==> src/rtl/alu_writeback_pkg.sv <==
// Shared constants for the ALU writeback stage: sizes, opcodes, flag positions, FSM states.
package alu_writeback_pkg;

  localparam int DATA_W = 8;
  localparam int NREGS  = 8;
  localparam int RIDX_W = $clog2(NREGS);

  // Opcodes follow the upstream ALU encoding; only MULTIPLY and COMPARE alter writeback behaviour.
  localparam logic [3:0] OP_ADD      = 4'b0000;
  localparam logic [3:0] OP_SUB      = 4'b0001;
  localparam logic [3:0] OP_ADDC     = 4'b0010;
  localparam logic [3:0] OP_SUBC     = 4'b0011;
  localparam logic [3:0] OP_MULTIPLY = 4'b1110;
  localparam logic [3:0] OP_COMPARE  = 4'b1111;

  localparam int FLAG_Z = 0;
  localparam int FLAG_C = 1;
  localparam int FLAG_S = 2;
  localparam int FLAG_V = 3;

  localparam logic [0:0] ST_IDLE  = 1'b0;
  localparam logic [0:0] ST_WB_HI = 1'b1;

  // Register index of the product high byte; wraps past the top of the file.
  function automatic logic [RIDX_W-1:0] next_idx(input logic [RIDX_W-1:0] idx);
    return idx + 1'b1;
  endfunction

endpackage

==> src/rtl/alu_writeback_if.sv <==
// ALU-to-writeback result bundle with valid/ready handshake.
interface alu_writeback_if;
  import alu_writeback_pkg::*;

  logic              in_valid;
  logic              in_ready;
  logic [3:0]        fsl;
  logic [RIDX_W-1:0] rd;
  logic [DATA_W-1:0] result;
  logic [DATA_W-1:0] mul_high;
  logic [3:0]        sreg_in;

  modport master (
    output in_valid, fsl, rd, result, mul_high, sreg_in,
    input  in_ready
  );

  modport slave (
    input  in_valid, fsl, rd, result, mul_high, sreg_in,
    output in_ready
  );

endinterface

==> src/rtl/alu_writeback_regfile.sv <==
// Register file with one synchronous write port and two combinational read ports.
module regfile_2r1w #(
  parameter int DEPTH = 8,
  parameter int WIDTH = 8,
  parameter int IDX_W = 3
) (
  input  logic             clk,
  input  logic             rst_n,
  input  logic             we,
  input  logic [IDX_W-1:0] waddr,
  input  logic [WIDTH-1:0] wdata,
  input  logic [IDX_W-1:0] raddr_a,
  input  logic [IDX_W-1:0] raddr_b,
  output logic [WIDTH-1:0] rdata_a,
  output logic [WIDTH-1:0] rdata_b
);

  logic [WIDTH-1:0] mem [DEPTH];

  always_ff @(posedge clk or negedge rst_n) begin
    if (!rst_n) begin
      for (int i = 0; i < DEPTH; i++) begin
        mem[i] <= '0;
      end
    end else if (we) begin
      mem[waddr] <= wdata;
    end
  end

  assign rdata_a = mem[raddr_a];
  assign rdata_b = mem[raddr_b];

endmodule

==> src/rtl/alu_writeback.sv <==
// ALU writeback stage: commits results/flags, splits MULTIPLY into low then high byte writes.
// Optional macro ALU_WB_BYPASS_EN forwards same-cycle writes to the read ports and carry_fb.
module alu_writeback
  import alu_writeback_pkg::*;
(
  input  logic              clk,
  input  logic              rst_n,
  alu_writeback_if.slave    bus,
  input  logic [RIDX_W-1:0] rs_a,
  input  logic [RIDX_W-1:0] rs_b,
  output logic [DATA_W-1:0] rd_a,
  output logic [DATA_W-1:0] rd_b,
  output logic [3:0]        sreg,
  output logic              carry_fb
);

  logic [0:0]        state;
  logic [RIDX_W-1:0] hold_idx;
  logic [DATA_W-1:0] hold_hi;
  logic              accept;
  logic              we;
  logic [RIDX_W-1:0] waddr;
  logic [DATA_W-1:0] wdata;
  logic [DATA_W-1:0] rf_a;
  logic [DATA_W-1:0] rf_b;

  assign bus.in_ready = (state == ST_IDLE);
  assign accept       = bus.in_valid & bus.in_ready;

  // The WB_HI high-byte write owns the single write port; inputs are ignored then.
  always_comb begin
    we    = 1'b0;
    waddr = bus.rd;
    wdata = bus.result;
    if (state == ST_WB_HI) begin
      we    = 1'b1;
      waddr = hold_idx;
      wdata = hold_hi;
    end else if (accept && (bus.fsl != OP_COMPARE)) begin
      we = 1'b1;
    end
  end

  always_ff @(posedge clk or negedge rst_n) begin
    if (!rst_n) begin
      state    <= ST_IDLE;
      sreg     <= 4'b0000;
      hold_idx <= '0;
      hold_hi  <= '0;
    end else if (state == ST_WB_HI) begin
      state <= ST_IDLE;
    end else if (accept) begin
      sreg <= bus.sreg_in;
      if (bus.fsl == OP_MULTIPLY) begin
        hold_hi  <= bus.mul_high;
        hold_idx <= next_idx(bus.rd);
        state    <= ST_WB_HI;
      end
    end
  end

  regfile_2r1w #(
    .DEPTH (NREGS),
    .WIDTH (DATA_W),
    .IDX_W (RIDX_W)
  ) u_regfile (
    .clk     (clk),
    .rst_n   (rst_n),
    .we      (we),
    .waddr   (waddr),
    .wdata   (wdata),
    .raddr_a (rs_a),
    .raddr_b (rs_b),
    .rdata_a (rf_a),
    .rdata_b (rf_b)
  );

`ifdef ALU_WB_BYPASS_EN
  assign rd_a     = (we && (waddr == rs_a)) ? wdata : rf_a;
  assign rd_b     = (we && (waddr == rs_b)) ? wdata : rf_b;
  assign carry_fb = accept ? bus.sreg_in[FLAG_C] : sreg[FLAG_C];
`else
  assign rd_a     = rf_a;
  assign rd_b     = rf_b;
  assign carry_fb = sreg[FLAG_C];
`endif

endmodule

==> src/flat_wrapper.sv <==
// flat-port wrapper written by rule: the top's interface ports become plain ports
module alu_writeback_flat import alu_writeback_pkg::*;
  (clk, rst_n, rs_a, rs_b, rd_a, rd_b, sreg, carry_fb, bus_in_valid, bus_fsl, bus_rd, bus_result, bus_mul_high, bus_sreg_in, bus_in_ready);
  alu_writeback_if bus_i ();
  input  logic clk;
  input  logic rst_n;
  input  logic [RIDX_W-1:0] rs_a;
  input  logic [RIDX_W-1:0] rs_b;
  output logic [DATA_W-1:0] rd_a;
  output logic [DATA_W-1:0] rd_b;
  output logic [3:0] sreg;
  output logic carry_fb;
  input wire logic [$bits(bus_i.in_valid)-1:0] bus_in_valid;
  input wire logic [$bits(bus_i.fsl)-1:0] bus_fsl;
  input wire logic [$bits(bus_i.rd)-1:0] bus_rd;
  input wire logic [$bits(bus_i.result)-1:0] bus_result;
  input wire logic [$bits(bus_i.mul_high)-1:0] bus_mul_high;
  input wire logic [$bits(bus_i.sreg_in)-1:0] bus_sreg_in;
  output wire logic [$bits(bus_i.in_ready)-1:0] bus_in_ready;
  assign bus_i.in_valid = bus_in_valid;
  assign bus_i.fsl = bus_fsl;
  assign bus_i.rd = bus_rd;
  assign bus_i.result = bus_result;
  assign bus_i.mul_high = bus_mul_high;
  assign bus_i.sreg_in = bus_sreg_in;
  assign bus_in_ready = bus_i.in_ready;
  alu_writeback u_core (.clk(clk), .rst_n(rst_n), .bus(bus_i), .rs_a(rs_a), .rs_b(rs_b), .rd_a(rd_a), .rd_b(rd_b), .sreg(sreg), .carry_fb(carry_fb));
endmodule
==> config.mk <==
export PLATFORM = sky130hd
export DESIGN_NAME = alu_writeback_flat
export DESIGN_NICKNAME = d
export VERILOG_FILES = /design/src/rtl/alu_writeback_pkg.sv /design/src/rtl/alu_writeback_if.sv /design/src/rtl/alu_writeback_regfile.sv /design/src/rtl/alu_writeback.sv /design/src/flat_wrapper.sv
export SDC_FILE = /design/constraint.sdc
export NUM_CORES = 1
export LEC_CHECK = 0
export BUFFER_PORTS_ARGS = -buffer_cell sky130_fd_sc_hd__buf_2
export CAP_MARGIN = 30
export CORE_ASPECT_RATIO = 0.75
export CORE_MARGIN = 2
export CORE_UTILIZATION = 45
export CTS_CLUSTER_SIZE = 14
export DETAILED_ROUTE_END_ITERATION = 16
export GPL_ROUTABILITY_DRIVEN = 0
export PLACE_DENSITY_LB_ADDON = 0.2
export SLEW_MARGIN = 20
export SYNTH_ARGS = -nofsm -noshare
export SYNTH_HDL_FRONTEND = slang
export SYNTH_SLANG_ARGS = --single-unit
==> constraint.sdc <==
create_clock -name clk -period 4.5 [get_ports clk]
set_input_delay 1.35 -clock clk [delete_from_list [all_inputs] [get_ports clk]]
set_output_delay 1.35 -clock clk [all_outputs]
set_load 0.01 [all_outputs]
==> results of run 1 <==
-- cells by family after synthesis --
| group | count (synthesis) | share of synthesized area |
|---|---|---|
| multiplexers | 135 | 0.446 |
| flip-flops | 80 | 0.472 |
| AND/OR/NAND/NOR | 20 | 0.0387 |
| buffers and inverters | 18 | 0.0245 |
| AO/OA/AOI/OAI | 8 | 0.0136 |
| XOR/XNOR | 1 | 0.00207 |
| adder cells (fa/ha/maj) | 1 | 0.00295 |
-- cells in the mapped netlist --
library cell,number,area share
a21o_1,1,0.0018
a21oi_1,2,0.0024
buf_1,4,0.0035
buf_2,5,0.0059
buf_4,3,0.0053
buf_6,1,0.0027
clkbuf_2,1,0.0012
clkbuf_8,1,0.0032
dfrtp_1,80,0.47
ha_1,1,0.0030
inv_1,3,0.0027
mux2_1,2,0.0053
mux2_2,100,0.27
mux2i_4,1,0.0053
mux4_2,32,0.17
nand2_1,3,0.0027
nand2b_1,1,0.0015
nand3_1,1,0.0012
nand3_2,6,0.014
nand3b_1,1,0.0018
nand4_1,2,0.0030
nor2_1,1,0.00088
nor2b_1,1,0.0015
nor2b_4,1,0.0032
nor3_1,1,0.0012
nor3_4,2,0.0077
o21ai_0,2,0.0024
o21ai_1,1,0.0012
o21ai_2,1,0.0021
o32ai_2,1,0.0038
xnor2_1,1,0.0021
-- power groups by stage --
stage               Clock, mW  Sequential (mW)  Combinational, mW
finish                  0.783             1.02              0.552
global route            0.840             1.04              0.599
CTS                     0.805             1.01              0.561
detailed placement          0             1.02              0.557
global placement            0             1.02              0.540
floorplan                   0            0.987              0.420
-- cell type report --
cell class | instances | area [um^2]
fillers | 769 | 4110
multi-input cells | 165 | 2130
flip-flops and latches | 80 | 2000
repair buffers | 62 | 378
clock buffers | 11 | 243
well taps | 128 | 160
clock inverters | 5 | 80.1
inverters | 3 | 11.3
-- state kept, by name, summed over array words and instances (netlist names) --
name / flops
u_core.u_regfile.mem: 64
u_core.hold_idx: 3
u_core.sreg: 4
u_core.state: 1
u_core.hold_hi: 8
-- worst max-delay path: stages --
cell	delay, ns
buf_2	0.10
buf_12	0.18
mux4_2	0.52
mux2_2	0.29
buf_2	0.14
-- layer usage --
metal  global-route usage  up-vias
met5                    0        -
li1                     -     1140
met2                0.341       45
met1                0.255     1321
met3               0.0685        9
met4               0.0487        0
-- cells in the final DEF, fill, tap and decap left out, types with 3 or more instances in the layout --
master     count
clkbuf_16      9
mux2_2       100
nand2_1        3
inv_1          3
buf_2         56
mux4_2        32
nand3_2        6
dfrtp_1       80
-- through the flow --
stage / worst slack [ns] / hold slack, ns
3_3_place_gp: 0.572 / 0.482
6_report: 0.556 / 0.500
4_1_cts: 0.547 / 0.503
3_5_place_dp: 0.549 / 0.488
2_1_floorplan: 0.562 / 0.474
5_1_grt: 0.524 / 0.514
-- path summary, 6_finish.rpt --
path / cells past startpoint / endpoint / startpoint / slack, ns
max: 5 / rd_a[0] / rs_a[0] / 0.56
min: 1 / u_core.hold_hi[4]$_DFFE_PN0P_ / u_core.hold_hi[4]$_DFFE_PN0P_ / 0.50
max reg2reg: 4 / u_core.u_regfile.mem[62]$_DFFE_PN0P_ / u_core.state$_DFF_PN0_ / 2.22
min reg2reg: 1 / u_core.hold_hi[4]$_DFFE_PN0P_ / u_core.hold_hi[4]$_DFFE_PN0P_ / 0.50
max in group asynchronous: 2 / u_core.u_regfile.mem[48]$_DFFE_PN0P_ / rst_n / 2.93
min in group asynchronous: 1 / u_core.state$_DFF_PN0_ / rst_n / 0.98
==> results.md, run 1 <==
- Status: complete, no violations
- Die Area: 10200 um^2
- Layout cells sized above 1: 0.678
- Mapped cell area: between 4000 and 5000 um^2
- Seq pwr share: 0.433
- Synth cell types: 31
- DRT antenna net count: 0
- DR iter-0 viols: 112
- M1 WL: roughly 4200 um
- Total GRT Usage: 0.202
- Int Pwr: 1.75 mW
- WS Path Type: in2out
- Vias in the first global route: approximately 2.6k
- Switching share of power: 0.256
- Synthesized Nets: 300
- Highest metal used: met4
- I/O pin cnt: 58
- Logic pwr share: 0.235
- Placed cells: 438
- Met3 routed WL: approximately 360 um
- Worst Setup End Kind: primary output
- DRC violations left: 0
- Seq cells post-synth: 80
- Max Buffers Root-to-Sink: 2
- Final Non-Filler Cells: around 450
- Static Leakage: about 2.1 nW
- CTS H-tree lvls: 3
- CP Launch Type: input pin
- Avg WL per Cell: 20.5 um
- Final Hold Fails: 0
- Register area share after synthesis: 0.472
- Placed cell area: approximately 4700 um^2
- Worst slew margin: 0.583
- Die height: roughly 88 um
- Final WL: between 9000 and 10000 um
- CTS clk-pin slew, worst paths: 0.06 ns
- Total power: around 2.4 mW
- Pin count of the biggest net entering global routing: 47
- Final cycle utilization of the critical path: 0.877
- Root Buffer: clkbuf_16
- Hold Path Class: reg2reg
- CTS tree: yes
- Pwr/cell area: around 470 nW/um^2
- Nets: ~360
- Fin. max-slew vios: 0
- Detail Placement HPWL: between 6000 and 7000 um
- Worst-path fanout max: 16
- Cts repair resizes: 0
- DRT Pass-1 Iters: 4
- DR vias/cell: between 5 and 6
- Syn. warnings: 0
- Fmax: around 250 MHz
- Global-route wire length before repair: between 10000 and 15000 um
- Worst Tran Pin Value: between 0.6 and 0.7 ns
- Fin util: 0.549
- Vias: about 2.5k
- Buffers on Ports: 57
- Setup TNS: 0 ns
- Area Growth Syn to Fin: 18.1%
- Wire length on met2: between 4000 and 5000 um
- Design area: 5010 um^2
- Max Cap Viol: 0
- Worst Path Arrival: between 2 and 3 ns
- CTS Buf Count: 9
- Min Tclk post-route: about 4 ns
- Initial Util: 0.465
- Maximum vdd drop: roughly 240 uV
- # clock sinks: 80
- Latest clock arrival within the worst-skew pair: approximately 0.33 ns
- DIE WIDTH: ~120 um
- GR Overflow Total: 0
- Sw power: a little over 600 uW
- Mean Syn Cell Area: 16.1 um^2
- Clock Skews: between 0.003 and 0.004 ns
- N_diodes: 0
- Syn Inst Count: ~260
- Hold Buf Count CTS: 0
- Area of the core: about 9000 um^2
- Initial antenna violation count: 0
- # rows: 30
- Unrepaired setup endpoints after global routing: no
- Final setup fails: 0
- Setup Fix Bufs, Post-CTS: 0
- CP required: roughly 3.2 ns
- Clock network power share: 0.333
(Power assumes the default switching activity.)
==> run 2: changes to the inputs <==
- ABC_AREA: not set -> 1
==> run 2 against run 1 <==
Effect of this change:
- register-to-register slack improved by 0.07 ns
- largest power group unchanged
- via count grew 83%
- die area is 9.5% higher
- clock skew rose by 0.0042 ns
- area after synthesis grew 9.9%
- sequential power decreased by 3%
- cell area is 7.5% higher
- critical path depth grew 2
- global-route usage grew 6.1 points
- largest cell class unchanged
- setup slack better by 0.14 ns
==> results.md, run 2 <==
- Synthesized Nets: about 700
- Pwr/cell area: ~430 nW/um^2
- CP Cell Sequence: buf_2 > a21oi_1 > o21ai_0 > nand2_1 > nand2_1 > nand2_1 > buf_2
- Min-delay src: u_core.u_regfile.mem[17]$_DFFE_PN0P_
- Clock Skews: ~0.0076 ns
- Worst Path Arrival: 2.45 ns
- Met1 usage: 0.386
- Max Cap Viol: 0
- # clock sinks: 80
- Primary FF master, synth: dfrtp_1
- DR vias/cell: between 5 and 6
- Biggest register: u_core.u_regfile.mem
- CP required: 3.15 ns
- WS Path Type: in2out
- Cts repair resizes: 0
- Hold Buf Count CTS: 0
- Initial Util: 0.458
- Worst setup margin: ~0.7 ns
- Area of the core: 10200 um^2
- Hold Path Class: reg2reg
- GR Overflow Total: 0
- Vias: about 4.6k
- CTS clk-pin slew, worst paths: about 0.06 ns
- Slowest cell on crit path: buf_2
- Post-synth top cells: nand2_1 (307), dfrtp_1 (80), nand3_1 (65), inv_1 (40), o21ai_0 (35)
- Met2 global-route usage: 0.397
- CP delay by family, top: buffers and inverters
- Worst slew margin: 0.581
- Worst r2r src: u_core.state$_DFF_PN0_
- DRT antenna net count: 0
- Latest clock arrival within the worst-skew pair: 0.34 ns
- Root Buffer: clkbuf_16
- DRT Pass-1 Iters: 5
- Pre-CTS setup slack: ~0.74 ns
- Worst-path fanout max: 32
- Fin. max-slew vios: 0
- Buffers & Inverters on Critical Path: 2
- Static Leakage: a little under 3 nW
- Seq cells post-synth: 80
- DR iter-0 viols: between 400 and 500
- N_diodes: 0
- Detail Placement HPWL: around 9400 um
- Syn Inst Count: roughly 660
- Total GRT Usage: 0.263
- CTS H-tree lvls: 3
- Largest regs: u_core.u_regfile.mem (64), u_core.hold_hi (8), u_core.sreg (4)
- Register-to-Register Path Depth: 5
- Max Buffers Root-to-Sink: 2
- DRC violations left: 0
- Avg WL per Cell: approximately 17 um
- Final cycle utilization of the critical path: 0.845
- R2R Path End: u_core.hold_idx[1]$_DFFE_PN0P_
- Area contributors post-synth: dfrtp_1 (43%), nand2_1 (25%), nand3_1 (7.0%), o211ai_1 (5.2%), o21ai_0 (3.8%)
- Gr busiest metal: met2
- Unrepaired setup endpoints after global routing: no
- Synth cell types: 22
- Design area: 5380 um^2
- Worst Tran Pin Value: 0.629 ns
- Most frequent cells in the layout: nand2_1 (307), dfrtp_1 (80), nand3_1 (65), buf_2 (56), inv_1 (40)
- Fill count: around 1.0k
- Buffers on Ports: between 50 and 60
- Commonest non-fill, non-tap cell in the layout: nand2_1
- Largest register FFs: between 60 and 70
- CTS Buf Count: 9
- Status: complete, no violations
- Top cell type's share of synthesized area: 0.429
- Final setup fails: 0
- Placed cell area: ~5000 um^2
- Final WL: roughly 14000 um
- Worst Setup End Kind: primary output
- Final hold slack: 0.469 ns
- R2R Setup Slk: roughly 2.3 ns
- Fmax: between 200 and 300 MHz
- Fin util: 0.529
- Register area share after synthesis: 0.429
- CTS tree: yes
- Routing usage on met3: 0.0504
- Synth area leader: dfrtp_1
- Vias in the first global route: 4307
- Die Area: ~11000 um^2
- Die height: between 90 and 100 um
- Pin count of the biggest net entering global routing: 65
- Number of enable flip-flop cells after synthesis: 0
- Mapped cell area: around 4700 um^2
- Hold Path Cell Cnt: 2
- Mean Syn Cell Area: between 7 and 8 um^2
- I/O pin cnt: 58
- # rows: 32
- Maximum vdd drop: 193 uV
- CP Launch Type: input pin
- Min Tclk post-route: ~3.8 ns
- Crit-path most repeated cell: nand2_1
- Setup Fix Bufs, Post-CTS: 0
- Async SR Flop Fraction: 1.00
- Crit-path max cell delay: ~0.49 ns
- Layout cells sized above 1: 0.151
- Initial antenna violation count: 0
- Global-route wire length before repair: 22600 um
- Syn. warnings: 0
- Area Growth Syn to Fin: 15.5%
- Nets: 736
- DIE WIDTH: about 120 um
- Hold EP: u_core.u_regfile.mem[17]$_DFFE_PN0P_
- Count leader, synth: nand2_1
- Setup TNS: 0 ns
- Final Hold Fails: 0
-- run 2: cell types whose count changed after synthesis, moves of 30 or more --
cell      previous run  this run
nand3_1              1        65
nand2_1              3       307
inv_1                3        40
o211ai_1             0        32
mux4_2              32         0
o21ai_0              2        35
mux2_2             100         4
a21oi_1              2        32
-- run 2: worst max path at each step --
| stage | startpoint | endpoint | slack [ns] | depth (start not counted) |
|---|---|---|---|---|
| floorplan | rs_b[0] | rd_b[0] | 0.93 | 6 |
| global placement | rs_a[1] | rd_a[3] | 0.79 | 7 |
| detailed placement | rs_b[1] | rd_b[3] | 0.74 | 7 |
| CTS | rs_b[1] | rd_b[3] | 0.74 | 7 |
| global route | rs_a[1] | rd_a[3] | 0.56 | 7 |
| finish | rs_a[1] | rd_a[3] | 0.70 | 7 |
-- run 2: power breakdown --
part	leakage (nW)	internal [mW]	switching (mW)	total, mW
Combinational	1.76	0.182	0.347	0.529
Clock	0.148	0.495	0.286	0.781
Sequential	1.01	0.875	0.110	0.985
Total	2.91	1.55	0.743	2.29
-- run 2: stage by stage --
stage / total power [mW] / instances
final: 2.29 / 838
after global routing: 2.43 / 838
after CTS: 2.30 / 838
after detailed placement: 1.52 / 824
after global placement: 1.49 / 823
after floorplan: 1.31 / 659
-- run 2: worst reg2reg max path, cell delays in order, from the launching register on --
cell,delay (ns)
dfrtp_1,0.68
inv_2,0.29
nand3_1,0.51
clkinv_1,0.41
nand2_1,0.15
nand2_1,0.06
-- run 2: kinds of logic after synthesis --
family	synth area share
multiplexers	0.00966
adder cells (fa/ha/maj)	0.00268
XOR/XNOR	0.00188
buffers and inverters	0.0644
AND/OR/NAND/NOR	0.363
AO/OA/AOI/OAI	0.129
flip-flops	0.429
-- run 2: area by class of cell --
cell class / count / area [um^2] / share of cell area
Sequential cell: 80 / 2000 / 0.372
Clock buffer: 11 / 243 / 0.0451
Multi-Input combinational cell: 504 / 2360 / 0.438
Timing Repair Buffer: 62 / 383 / 0.0711
Clock inverter: 3 / 67.6 / 0.0126
Inverter: 42 / 158 / 0.0293
Tap cell: 136 / 170 / 0.0316
-- run 2: routing by layer --
metal	routed length, um	share of wire
met5	0	0
met4	171	0.012
met3	1140	0.083
met2	6290	0.45
met1	6230	0.45
==> run 3: changes to the inputs <==
- ABC_AREA: 1 -> 0
- clock period: 4.5 -> 3.8 ns (I/O delays scaled with it)
==> run 3 against run 2 <==
Effect of this change:
- via count down 46%
- die area shrank 8.7%
- critical path type unchanged
- largest power group unchanged
- non-clock buffer count is the same
- critical path depth down 2
- largest cell class unchanged
- worst hold slack better by 0.036 ns
- clock power rose by 18%
- count of clock-buffer cells in the layout did not move
- register-to-register slack worse by 0.77 ns
- sequential cell count unchanged
- combinational power up 23%
==> results.md, run 3 (synthesis results as in run 1) <==
- DRT Pass-1 Iters: 4
- Max Cap Viol: 0
- Hold Path Class: reg2reg
- Pre-CTS setup slack: approximately 0.28 ns
- Commonest non-fill, non-tap cell in the layout: mux2_2
- DIE WIDTH: around 120 um
- # clock sinks: 80
- Status: complete, no violations
- Total GRT Usage: 0.205
- Setup TNS: 0 ns
- Worst Path Arrival: about 2.4 ns
- Final hold slack: 0.504 ns
- CP required: approximately 2.7 ns
- Setup Fix Bufs, Post-CTS: 0
- CTS clk-pin slew, worst paths: ~0.060 ns
- Final setup fails: 0
- Static Leakage: around 2.1 nW
- Max Buffers Root-to-Sink: 2
- # rows: 30
- Detail Placement HPWL: approximately 6100 um
- Vias in the first global route: about 2.7k
- Cts repair resizes: 0
- Avg WL per Cell: roughly 20 um
- Gr busiest metal: met2
- Routing usage on met3: 0.0630
- Met2 global-route usage: 0.348
- CTS Buf Count: 9
- Final Hold Fails: 0
- Buffers on Ports: 57
- DR vias/cell: between 5 and 6
- Latest clock arrival within the worst-skew pair: about 0.34 ns
- Biggest register: u_core.u_regfile.mem
- Pwr/cell area: 554 nW/um^2
- Die Area: ~10000 um^2
- Maximum vdd drop: about 350 uV
- Die height: 88.1 um
- Hold Buf Count CTS: 0
- DR iter-0 viols: 73
- Layout cells sized above 1: 0.675
- Clock Skews: roughly 0.0072 ns
- Worst slew margin: 0.583
- N_diodes: 0
- R2R Setup Slk: roughly 1.5 ns
- Worst Tran Pin Value: roughly 0.62 ns
- I/O pin cnt: 58
- Pin count of the biggest net entering global routing: 46
- CTS H-tree lvls: 3
- Worst-path fanout max: 16
- Fmax: roughly 280 MHz
- Area Growth Syn to Fin: 17.9%
- Initial Util: 0.465
- Met1 usage: 0.265
- Vias: roughly 2.5k
- Largest register FFs: 64
- CP Launch Type: input pin
- Min Tclk post-route: ~3.5 ns
- Initial antenna violation count: 0
- Nets: 358
- Most frequent cells in the layout: mux2_2 (100), dfrtp_1 (80), buf_2 (56), mux4_2 (32), clkbuf_16 (9)
- DRT antenna net count: 0
- Final WL: ~9000 um
- Final cycle utilization of the critical path: 0.926
- Largest regs: u_core.u_regfile.mem (64), u_core.hold_hi (8), u_core.sreg (4)
- Global-route wire length before repair: ~15000 um
- Unrepaired setup endpoints after global routing: no
- Worst setup margin: around 0.28 ns
- GR Overflow Total: 0
- Fin. max-slew vios: 0
- Worst Setup End Kind: primary output
- Area of the core: 9120 um^2
- Total power: between 2 and 3 mW
- DRC violations left: 0
- CTS tree: yes
- Root Buffer: clkbuf_16
- WS Path Type: in2out
run 3: cell types whose count changed in the layout (fill, tap and decap cells not counted), moves of 12 or more:
| cell | previous run | this run |
|---|---|---|
| nand2_1 | 307 | 3 |
| mux2_2 | 4 | 100 |
| nand3_1 | 65 | 1 |
| inv_1 | 40 | 3 |
| o21ai_0 | 35 | 2 |
| mux4_2 | 0 | 32 |
| o211ai_1 | 32 | 0 |
| a21oi_1 | 32 | 2 |
| nand2_2 | 12 | 0 |
run 3: critical path: stages:
cell and delay, ns:
buf_2 0.10, buf_12 0.18, mux4_2 0.52, mux2_2 0.29, buf_2 0.14
run 3: power by group:
part           switching (mW)  total (mW)  leakage, nW  internal (mW)
Clock                   0.342       0.918        0.150          0.576
Sequential              0.141        1.20        0.966           1.06
Combinational           0.232       0.652         1.01          0.420
run 3: stage by stage:
stage,instance area [um^2],std cells,utilization
global placement,4640,436,0.509
finish,5000,454,0.548
detailed placement,4690,438,0.514
global route,5000,454,0.548
floorplan,4240,263,-
CTS,5000,454,0.548
run 3: worst paths after layout:
kind | from | to | cells past startpoint
max reg2reg | u_core.state$_DFF_PN0_ | u_core.u_regfile.mem[63]$_DFFE_PN0P_ | 4
min reg2reg | u_core.hold_hi[0]$_DFFE_PN0P_ | u_core.hold_hi[0]$_DFFE_PN0P_ | 1
min | u_core.hold_hi[0]$_DFFE_PN0P_ | u_core.hold_hi[0]$_DFFE_PN0P_ | 1
max in group asynchronous | rst_n | u_core.u_regfile.mem[23]$_DFFE_PN0P_ | 2
min in group asynchronous | rst_n | u_core.hold_hi[6]$_DFFE_PN0P_ | 1
max | rs_a[0] | rd_a[0] | 5
run 3: final cells by class:
cell class	count	area [um^2]
clock buffer	11	233
tap	128	160
clock inverter	5	81.3
fill	752	4120
sequential	80	2000
inverter	3	11.3
timing repair buffer	62	378
multi-input combinational	165	2130
run 3: routing by layer:
layer / wire length [um] / up-vias
li1: - / 1135
met3: 337 / 6
met5: 0 / -
met2: 4410 / 38
met4: 60 / 0
met1: 4270 / 1304
